[config.mk]
export PLATFORM = sky130hd
export DESIGN_NAME = rf_wb_arbiter
export DESIGN_NICKNAME = d
export VERILOG_FILES = /design/src/rtl/rf_pkg.sv /design/src/rtl/rf_wb_fifo.sv /design/src/rtl/rf_wb_arbiter.sv
export SDC_FILE = /design/constraint.sdc
export NUM_CORES = 1
export LEC_CHECK = 0
export CAP_MARGIN = 5
export CORE_MARGIN = 8
export CORE_UTILIZATION = 40
export CTS_CLUSTER_SIZE = 25
export DETAILED_ROUTE_END_ITERATION = 6
export GPL_TIMING_DRIVEN = 0
export PLACE_DENSITY = 0.77
export SLEW_MARGIN = 20
export SYNTH_ARGS = -nofsm -noshare
export SYNTH_HDL_FRONTEND = slang
export SYNTH_SLANG_ARGS = --single-unit
export TNS_END_PERCENT = 50
[constraint.sdc]
create_clock -name clk -period 2.95 [get_ports clk]
set_input_delay 0.59 -clock clk [delete_from_list [all_inputs] [get_ports clk]]
set_output_delay 0.59 -clock clk [all_outputs]
set_load 0.02 [all_outputs]
[src/rtl/rf_pkg.sv]
// Shared types and sizes for the register-file writeback arbiter.
// Used by rf_wb_fifo and rf_wb_arbiter.
package rf_pkg;

    localparam int REG_W    = 32;
    localparam int NREG     = 32;
    localparam int AW       = 5;
    localparam int STARVE_W = 4;

    typedef enum logic [1:0] {
        EMPTY,
        PEND,
        FORCE
    } arb_state_t;

    typedef struct packed {
        logic [AW-1:0]    rd;
        logic [REG_W-1:0] wd;
    } wb_req_t;

endpackage

[src/rtl/rf_wb_fifo.sv]
// Small FIFO of pending MDU writeback results. The head is read combinationally
// so a queued result can reach the register-file port in the same cycle it is selected.
module rf_wb_fifo
    import rf_pkg::*;
#(
    parameter int DEPTH = 2,
    localparam int CW   = $clog2(DEPTH + 1),
    localparam int PW   = $clog2(DEPTH)
) (
    input  logic          clk,
    input  logic          rst,
    input  logic          push,
    input  wb_req_t       push_data,
    input  logic          pop,
    output logic [CW-1:0] count,
    output wb_req_t       head,
    output logic          full,
    output logic          empty
);

    wb_req_t       mem [DEPTH];
    logic [PW-1:0] wr_ptr_reg;
    logic [PW-1:0] rd_ptr_reg;
    logic [CW-1:0] count_reg;

    // DEPTH is a power of two, so pointer overflow is the modulo wrap.
    always_ff @(posedge clk or posedge rst) begin
        if (rst) begin
            wr_ptr_reg <= '0;
            rd_ptr_reg <= '0;
            count_reg  <= '0;
        end else begin
            if (push) begin
                wr_ptr_reg <= wr_ptr_reg + PW'(1);
            end
            if (pop) begin
                rd_ptr_reg <= rd_ptr_reg + PW'(1);
            end
            count_reg <= count_reg + CW'(push) - CW'(pop);
        end
    end

    always_ff @(posedge clk) begin
        if (push) begin
            mem[wr_ptr_reg] <= push_data;
        end
    end

    assign head  = mem[rd_ptr_reg];
    assign count = count_reg;
    assign full  = (count_reg == CW'(DEPTH));
    assign empty = (count_reg == '0);

endmodule

[src/rtl/rf_wb_arbiter.sv]
// Write-port arbiter between pipeline writeback and queued MDU results, with a
// starvation-forced drain. Optional RAW/WAW scoreboard enabled by RF_WB_SCOREBOARD_EN.
module rf_wb_arbiter
    import rf_pkg::*;
#(
    parameter int DEPTH      = 2,
    parameter int MAX_STARVE = 4
) (
    input  logic             clk,
    input  logic             rst,
    input  logic             pipe_we,
    input  logic [AW-1:0]    pipe_rd,
    input  logic [REG_W-1:0] pipe_wd,
    output logic             pipe_hold,
    input  logic             mdu_valid,
    output logic             mdu_ready,
    input  logic [AW-1:0]    mdu_rd,
    input  logic [REG_W-1:0] mdu_wd,
    input  logic             iss_valid,
    input  logic [AW-1:0]    iss_rd,
    input  logic [AW-1:0]    rs1,
    input  logic [AW-1:0]    rs2,
    output logic             busy_stall,
    output logic             rf_we,
    output logic [AW-1:0]    rf_a3,
    output logic [REG_W-1:0] rf_wd
);

    localparam int CW = $clog2(DEPTH + 1);

    arb_state_t          state_reg;
    arb_state_t          state_next;
    logic [STARVE_W-1:0] starve_reg;
    logic [STARVE_W-1:0] starve_next;

    logic [CW-1:0] fifo_count;
    logic [CW-1:0] count_after;
    wb_req_t       fifo_head;
    wb_req_t       push_data;
    logic          fifo_full;
    logic          fifo_empty;

    logic pipe_valid;
    logic enq;
    logic deq;
    logic hold;

    // Writes to x0 never need the port.
    assign pipe_valid = pipe_we && (pipe_rd != '0);

    // In FORCE the head leaves unconditionally, so a full FIFO can still accept
    // a result that cycle; both terms come from registered state only.
    assign mdu_ready = !rst && (!fifo_full || (state_reg == FORCE));
    assign enq       = mdu_valid && mdu_ready && (mdu_rd != '0);

    assign push_data.rd = mdu_rd;
    assign push_data.wd = mdu_wd;

    rf_wb_fifo #(
        .DEPTH(DEPTH)
    ) u_fifo (
        .clk       (clk),
        .rst       (rst),
        .push      (enq),
        .push_data (push_data),
        .pop       (deq),
        .count     (fifo_count),
        .head      (fifo_head),
        .full      (fifo_full),
        .empty     (fifo_empty)
    );

    always_comb begin
        state_next  = state_reg;
        starve_next = starve_reg;
        deq         = 1'b0;
        hold        = 1'b0;
        case (state_reg)
            EMPTY: begin
                if (enq) begin
                    state_next = PEND;
                end
            end
            PEND: begin
                if (pipe_valid) begin
                    starve_next = starve_reg + STARVE_W'(1);
                end else begin
                    deq         = 1'b1;
                    starve_next = '0;
                end
            end
            FORCE: begin
                deq         = 1'b1;
                hold        = pipe_valid;
                starve_next = '0;
            end
            default: begin
                state_next  = EMPTY;
                starve_next = '0;
            end
        endcase

        count_after = fifo_count + CW'(enq) - CW'(deq);
        if (state_reg != EMPTY) begin
            if (count_after == '0) begin
                state_next = EMPTY;
            end else if (starve_next == STARVE_W'(MAX_STARVE)) begin
                state_next = FORCE;
            end else begin
                state_next = PEND;
            end
        end
    end

    always_ff @(posedge clk or posedge rst) begin
        if (rst) begin
            state_reg  <= EMPTY;
            starve_reg <= '0;
        end else begin
            state_reg  <= state_next;
            starve_reg <= starve_next;
        end
    end

    always_comb begin
        rf_we     = 1'b0;
        rf_a3     = pipe_rd;
        rf_wd     = pipe_wd;
        pipe_hold = 1'b0;
        if (!rst) begin
            if (deq) begin
                rf_we = 1'b1;
                rf_a3 = fifo_head.rd;
                rf_wd = fifo_head.wd;
            end else begin
                rf_we = pipe_valid;
            end
            pipe_hold = hold;
        end
    end

    // Occupancy is tracked by the FSM state; empty is kept for the FIFO's own users.
    logic unused_fifo;
    assign unused_fifo = fifo_empty;

`ifdef RF_WB_SCOREBOARD_EN
    logic [NREG-1:1] busy_reg;
    logic [NREG-1:1] busy_next;
    logic [NREG-1:0] busy_vec;

    assign busy_vec = {busy_reg, 1'b0};

    // A new issue to the same register outranks the drain of an older result.
    for (genvar gi = 1; gi < NREG; gi++) begin : g_busy
        assign busy_next[gi] = (iss_valid && (iss_rd == AW'(gi))) ? 1'b1 :
                               (deq && (fifo_head.rd == AW'(gi))) ? 1'b0 :
                               busy_reg[gi];
    end

    always_ff @(posedge clk or posedge rst) begin
        if (rst) begin
            busy_reg <= '0;
        end else begin
            busy_reg <= busy_next;
        end
    end

    assign busy_stall = !rst && (busy_vec[rs1] || busy_vec[rs2] ||
                                 (iss_valid && busy_vec[iss_rd]));
`else
    assign busy_stall = 1'b0;

    logic unused_sb;
    assign unused_sb = ^{iss_valid, iss_rd, rs1, rs2};
`endif

endmodule
==> out/metrics.csv, run 1 <==
stage,metric,value,unit
synthesis,net count after synthesis,363,
cts,CTS tree,done,
synthesis,synth warn,0,
final_layout,Final Net Count,504,
placed_design,IO buf count,117,
timing,Max Clk Rate,0.343,GHz
global_routing,antenna violations before repair,0,
final_layout,max reg flops,74,
timing,Slew Limit Headroom,48.6,%
final_layout,Antenna diodes,0,
worst_setup_path,Crit path max-delay family,buffers and inverters,
timing,Slew Limit Fails,0,
synthesis,post-synthesis sequential area ratio,68.2,%
cts,"Reg clk slew, reported paths",0.08,ns
final_layout,area delta synth->final,48.8,%
synthesis,Mapped Avg Cell Area,13.7,µm²
die,core area,8760,µm²
worst_setup_path,CP endpoint kind,primary output,
drt,via count,2603,
die,DIE AREA,12400,µm²
placed_design,Post-DP HPWL,6380,µm
timing,Fin. Hold Viols,0,
worst_setup_path,crit-path cells,dlygate4sd2_1 -> or3_4 -> o211a_4 -> nor2_4 -> buf_8 -> buf_12 -> buf_16 -> nor2_2 -> a21oi_2 -> buf_4,
cts,Root Buffer,clkbuf_8,
cts,cts bufs inserted,9,
synthesis,Yosys cell types,33,
timing,RSZ-0062 raised after global routing,true,
drt,via/cell ratio,5.03,
synthesis,dominant synthesized flop cell,edfxtp_1,
worst_setup_path,R2R Setup Slk,0.30,ns
global_routing,GR Util met2,25.2,%
synthesis,fraction of registers with async set/reset,11.9,%
synthesis,register bit total from synthesis,84,
final_layout,fillers,719,
worst_setup_path,Critical Path AT,2.32,ns
timing,final setup violation count,0,
final_layout,finished layout cell area,5400,µm²
die,initial core utilization,41.4,%
drt,# DRC,0,
worst_setup_path,CP required,2.36,ns
cts,clk_lat worst skew,0.33,ns
worst_setup_path,CP Max Fanout,6,
status,status,completed,
worst_hold_path,worst min-delay path category,reg2reg,
pwr,PwrDens,732,nW/µm²
cts,clk buf depth,2,
die,die width,111,µm
placed_design,Placed Area,5000,µm²
drt,First-pass DRT Iterations,4,
global_routing,first-pass GRT wire length,14600,µm
synthesis,ranking of synthesized cells by area,"edfxtp_1, mux2i_1, dfrtp_1",
worst_setup_path,CP max stage cell,or3_4,
placed_design,GPL Wtd Cong,0.772,
worst_setup_path,Crit path largest cell delay,0.35,ns
worst_hold_path,hold path startpoint,u_fifo.wr_ptr_reg,
drt,final antenna-violating net count,0,
global_routing,vias in the first global route,2909,
timing,min Tclk post-route,2.91,ns
die,die height,111,µm
drt,DRT iter0 DRCs,102,
worst_setup_path,Reg-to-Reg Start,state_reg[1],
global_routing,largest net degree at the start of global routing,21,
synthesis,Post-Synthesis Cells,264,
worst_setup_path,worst path bufs/invs,5,
global_routing,met3 usage,5.30,%
synthesis,"EDFF count, synth",74,
timing,fin crit share,98.8,%
pwr,VDD IR-drop max,348,µV
global_routing,met1 usage,16.6,%
global_routing,Top Usage Layer GRT,met2,
run,max_cap viols,0,
cts,CTS Sinks,84,
timing,Least-Margin Pin Slew,0.759,ns
cts,# hold bufs at CTS,0,
final_layout,share of layout cells above drive strength 1,24.1,%
timing,Worst Skew,0.00680,ns
drt,final wirelength,9120,µm
die,row cnt,34,
global_routing,grt total ovfl,0,
global_routing,overall routing resource usage,14.6,%
synthesis,area share of the largest cell type after synthesis,61.3,%
drt,routed len/inst,17.6,µm
final_layout,Finished Core Util,61.6,%
worst_setup_path,crit path from,pipe_rd[0],
synthesis,Post-Syn Area,3630,µm²
worst_setup_path,critical path startpoint category,input port,
cts,H-tree depth,3,
die,Top Ports,135,
pwr,Leak Pwr,2.06,nW
worst_setup_path,Setup CP Type,in2out,
synthesis,dominant cell type by area after synthesis,edfxtp_1,
==> layout by cell type (no fill, tap or decap), drive strengths merged, types with 7 or more instances in the layout <==
cell,synthesis,routed
clkbuf,3,13
clkdlybuf4s50,0,74
mux2i,37,37
o21ai,7,7
nor2,41,41
dfrtp,10,10
edfxtp,74,74
a21oi,40,40
clkdlybuf4s15,0,11
buf,10,51
==> path summary, 6_finish.rpt <==
kind                            cells after the start           endpoint
worst max-delay path                               10           rf_a3[0]
worst min-delay path                                1  u_fifo.wr_ptr_reg
worst max register to register                     12       state_reg[0]
worst min register to register                      1  u_fifo.wr_ptr_reg
max in group asynchronous                           2      starve_reg[0]
min in group asynchronous                           2       state_reg[0]
==> routing by layer <==
metal,up-vias,share of wire [%]
met3,8,7.8
li1,1256,-
met2,88,51
met5,-,0
met4,0,0.73
met1,1251,40
==> through the flow <==
| step | TNS, ns | std cells | total power [mW] | setup slack, ns | hold WS [ns] |
|---|---|---|---|---|---|
| 2_1_floorplan | 0 | 264 | 2.43 | 0.166 | 0.430 |
| 3_3_place_gp | -69.08 | 489 | 2.93 | -0.846 | 0.496 |
| 3_5_place_dp | -33.49 | 491 | 3.00 | -0.879 | 0.538 |
| 4_1_cts | 0 | 516 | 3.95 | 0.00212 | 0.554 |
| 5_1_grt | -0.218 | 518 | 4.17 | -0.0377 | 0.583 |
| 6_report | 0 | 518 | 3.95 | 0.0363 | 0.554 |
==> Yosys cell counts, types with 2 or more instances <==
library cell	instances
buf_2	8
inv_1	5
xor2_1	2
nand3b_1	2
o21ai_0	7
edfxtp_1	74
nor2_1	41
nand2_1	5
dfrtp_1	10
clkbuf_1	3
ha_1	5
mux2i_1	37
a21oi_1	40
xnor2_1	5
or4_1	2
==> report_power, final <==
part           internal [mW]  switching (mW)
registers               1.48          0.0704
clock network          0.477           0.400
logic                  0.723           0.798
total                   2.68            1.27
==> timing repair <==
action                     in CTS  in global routing
setup endpoints to repair      39                 35
pin swaps                       4                  4
gates cloned                    3                  0
setup buffers                   6                  3
resized for setup             186                 25
==> logic make-up after synthesis <==
kind of cell	synth area share (%)
AO/OA/AOI/OAI	8.35
XOR/XNOR	1.69
adder cells (fa/ha/maj)	1.73
buffers and inverters	2.24
flip-flops	68.2
multiplexers	10.2
other	0.103
AND/OR/NAND/NOR	7.49
==> area by class of cell <==
| cell class | instances | area, µm² | share of cell area, % |
|---|---|---|---|
| Buffer | 13 | 128 | 2.37 |
| Clock buffer | 10 | 128 | 2.37 |
| Clock inverter | 6 | 87.6 | 1.62 |
| Inverter | 5 | 18.8 | 0.348 |
| Multi-Input combinational cell | 162 | 1150 | 21.4 |
| Sequential cell | 84 | 2470 | 45.8 |
| Tap cell | 108 | 135 | 2.50 |
| Timing Repair Buffer | 130 | 1270 | 23.6 |
==> worst reg2reg max path, cell delays in order, from the launching register on <==
cell and delay, ns:
dfrtp_1 0.38, inv_2 0.07, ha_4 0.28, nand4bb_1 0.11, o211a_4 0.26, buf_4 0.14, buf_4 0.14, xnor2_1 0.12
ha_1 0.20, xnor2_1 0.14, or3_1 0.33, and2_4 0.18, o221a_4 0.21
No activity file was read; power rests on OpenSTA's default activity.
==> inputs of run 2 (changes only) <==
--- a/config.mk
+++ b/config.mk
@@ -10,6 +10,7 @@
 export CORE_UTILIZATION = 40
 export CTS_CLUSTER_SIZE = 25
 export DETAILED_ROUTE_END_ITERATION = 6
+export GPL_ROUTABILITY_DRIVEN = 0
 export GPL_TIMING_DRIVEN = 0
 export PLACE_DENSITY = 0.77
 export SLEW_MARGIN = 20
==> results of run 2 <==
No change in the layout: final DEF, timing and power equal those of run 1.
==> inputs of run 3 (changes only) <==
==> constraint.sdc (replaced) <==
create_clock -name clk -period 2.95 [get_ports clk]
set_input_delay 0.295 -clock clk [delete_from_list [all_inputs] [get_ports clk]]
set_output_delay 0.295 -clock clk [all_outputs]
set_load 0.02 [all_outputs]
==> run 3 against run 2 <==
Against the previous run:
- first-iteration DRC count is 16% higher
- critical endpoint is now rf_wd[21]
- total power is 4.0% lower
- combinational power is 11% lower
- flip-flop and latch count stayed put
- clock power hardly changed
- largest power group unchanged
- worst setup slack better by 0.14 ns
==> out/metrics.csv, run 3 (same netlist as run 1, synthesis figures left out) <==
stage,metric,value,unit,change
status,status,completed,,
global_routing,first-pass GRT wire length,14000,µm,-3.9%
timing,fin crit share,94.1,%,-4.7 points
global_routing,antenna violations before repair,0,,unchanged
pwr,Comb pwr share,35.9,%,-2.6 points
die,Top Ports,135,,unchanged
worst_setup_path,R2R Setup Slk,0.49,ns,+0.19 ns
final_layout,final std cells w/o fill,508,,-1.9%
cts,clk_lat worst skew,0.33,ns,about the same
pwr,Leak Pwr,1.97,nW,-4.1%
worst_setup_path,CP endpoint kind,primary output,,
placed_design,Post-DP HPWL,6380,µm,unchanged
die,initial core utilization,41.4,%,unchanged
cts,# hold bufs at CTS,0,,unchanged
worst_setup_path,critical path startpoint category,register,,
cts,Root Buffer,clkbuf_8,,
worst_setup_path,Setup CP Type,reg2out,,
pwr,internal power,2.58,mW,-3.6%
pwr,Clock power frac,23.2,%,+1.0 points
global_routing,vias in the first global route,2862,,-1.6%
run,max_cap viols,0,,unchanged
final_layout,Antenna diodes,0,,unchanged
final_layout,area delta synth->final,44.0,%,
pwr,Tot Pwr,3.79,mW,-4.0%
timing,Worst Skew,0.00694,ns,+0.000137 ns
timing,Final Worst Setup Slack,0.174,ns,+0.138 ns
cts,CTS tree,done,,
pwr,Switching Fraction,31.9,%,-0.24 points
timing,Max Clk Rate,0.360,GHz,+5.0%
final_layout,Finished Core Util,59.6,%,-2.0 points
pwr,Sequential Power Share,40.9,%,+1.6 points
pwr,Sw Pwr,1.21,mW,-4.7%
placed_design,IO buf count,117,,unchanged
timing,Fin. Hold Viols,0,,unchanged
worst_hold_path,worst min-delay path category,in2async,,
die,row cnt,34,,unchanged
global_routing,largest net degree at the start of global routing,21,,unchanged
die,die width,111,µm,unchanged
drt,final wirelength,8640,µm,-5.3%
die,die height,111,µm,unchanged
timing,Slew Limit Fails,0,,unchanged
drt,final antenna-violating net count,0,,unchanged
timing,final setup violation count,0,,unchanged
drt,DRT iter0 DRCs,118,,+16%
cts,CTS Sinks,84,,unchanged
final_layout,"most common cell after layout, fill and taps aside",clkdlybuf4s50_1,,
final_layout,max reg flops,74,,unchanged
drt,via count,2511,,-3.5%
die,DIE AREA,12400,µm²,unchanged
placed_design,Post-Place Worst Slack,-0.289,ns,+0.590 ns
final_layout,Final Net Count,494,,-2.0%
cts,H-tree depth,3,,unchanged
timing,min Tclk post-route,2.78,ns,-0.138 ns
timing,Least-Margin Pin Slew,0.766,ns,+0.00650 ns
timing,Slew Limit Headroom,49.0,%,+0.37 points
placed_design,cell count after placement,491,,unchanged
cts,"Reg clk slew, reported paths",0.08,ns,about the same
pwr,PwrDens,726,nW/µm²,-0.79%
worst_setup_path,Critical Path AT,2.48,ns,+0.16 ns
drt,routed len/inst,17.0,µm,-3.4%
global_routing,grt total ovfl,0,,unchanged
worst_setup_path,Reg-to-Reg Start,state_reg[0],,
worst_setup_path,CP Max Fanout,10,,+4
cts,clk buf depth,2,,unchanged
worst_setup_path,CP required,2.65,ns,+0.29 ns
drt,First-pass DRT Iterations,4,,unchanged
drt,# DRC,0,,unchanged
pwr,VDD IR-drop max,339,µV,-2.4%
final_layout,share of layout cells above drive strength 1,14.5,%,-9.6 points
global_routing,overall routing resource usage,14.0,%,-0.60 points
final_layout,"commonest non-fill, non-tap cells in the layout","clkdlybuf4s50_1, edfxtp_1, a21oi_1",,
worst_setup_path,RR Endpoint,state_reg[0],,
die,core area,8760,µm²,unchanged
drt,via/cell ratio,4.94,,-1.6%
worst_setup_path,r2r worst-path depth,11,,-1
cts,cts bufs inserted,9,,unchanged
run 3: cell types whose count changed in the layout (fill, tap and decap cells not counted), sizes merged:
cell / change
dlygate4sd2: +11
clkdlybuf4s50: +6
buf: -35
clkbuf: +2
dlymetal6s2s: -1
clkdlybuf4s15: +7
run 3: through the flow:
step / area (µm²) / setup TNS, ns / hold slack, ns
finish: 5220 / 0 / 0.388
detailed placement: 5000 / -7.78 / 0.538
global route: 5220 / -0.00659 / 0.401
floorplan: 3630 / 0 / 0.135
global placement: 4930 / -24.75 / 0.496
CTS: 5240 / -0.00527 / 0.370
run 3: final cells by class:
type	count	area [µm²]
Clock buffer	10	128
Timing Repair Buffer	120	1210
Fill cell	733	3540
Buffer	13	82.6
Tap cell	108	135
Clock inverter	6	87.6
Sequential cell	84	2470
Multi-Input combinational cell	162	1080
Inverter	5	18.8
run 3: repair_timing:
action	4_1_cts	5_1_grt
gates resized for setup	88	7
setup buffers	0	1
endpoints found under the setup margin	37	37
run 3: power by group through the flow:
| stage | clock (mW) | combinational [mW] | sequential [mW] |
|---|---|---|---|
| after global placement | 0 | 1.36 | 1.57 |
| final | 0.880 | 1.36 | 1.55 |
| after CTS | 0.899 | 1.39 | 1.55 |
| after detailed placement | 0 | 1.42 | 1.58 |
| after global routing | 0.955 | 1.49 | 1.57 |
| after floorplan | 0 | 0.864 | 1.56 |
run 3: per-layer routing:
| metal | wire length, µm | GRT usage (%) | share of wire (%) | vias to the layer above |
|---|---|---|---|---|
| li1 | - | - | - | 1236 |
| met1 | 3570 | 15.9 | 41 | 1183 |
| met2 | 4310 | 23.4 | 50 | 85 |
| met3 | 703 | 5.52 | 8.1 | 7 |
| met4 | 57 | 4.62 | 0.66 | 0 |
| met5 | 0 | 0 | 0 | - |
run 3: how the worst max path moves through the flow:
stage / start / end / slack (ns) / depth (start not counted)
floorplan: state_reg[0] / u_fifo.mem[1][0] / 0.17 / 7
global placement: pipe_rd[0] / rf_a3[1] / -0.26 / 9
detailed placement: pipe_rd[0] / rf_wd[14] / -0.29 / 9
CTS: state_reg[0] / rf_wd[28] / -0.005 / 10
global route: state_reg[0] / rf_wd[24] / -0.004 / 10
finish: state_reg[0] / rf_wd[21] / 0.17 / 10
run 3: critical path, stage by stage, from the launching register on:
cell and delay [ns]:
dfrtp_1 0.38, inv_1 0.07, ha_1 0.33, nand4bb_1 0.13
o211a_4 0.28, nor2_2 0.14, buf_6 0.16, buf_4 0.19
nor2_1 0.05, a21oi_1 0.13, clkdlybuf4s15_2 0.28
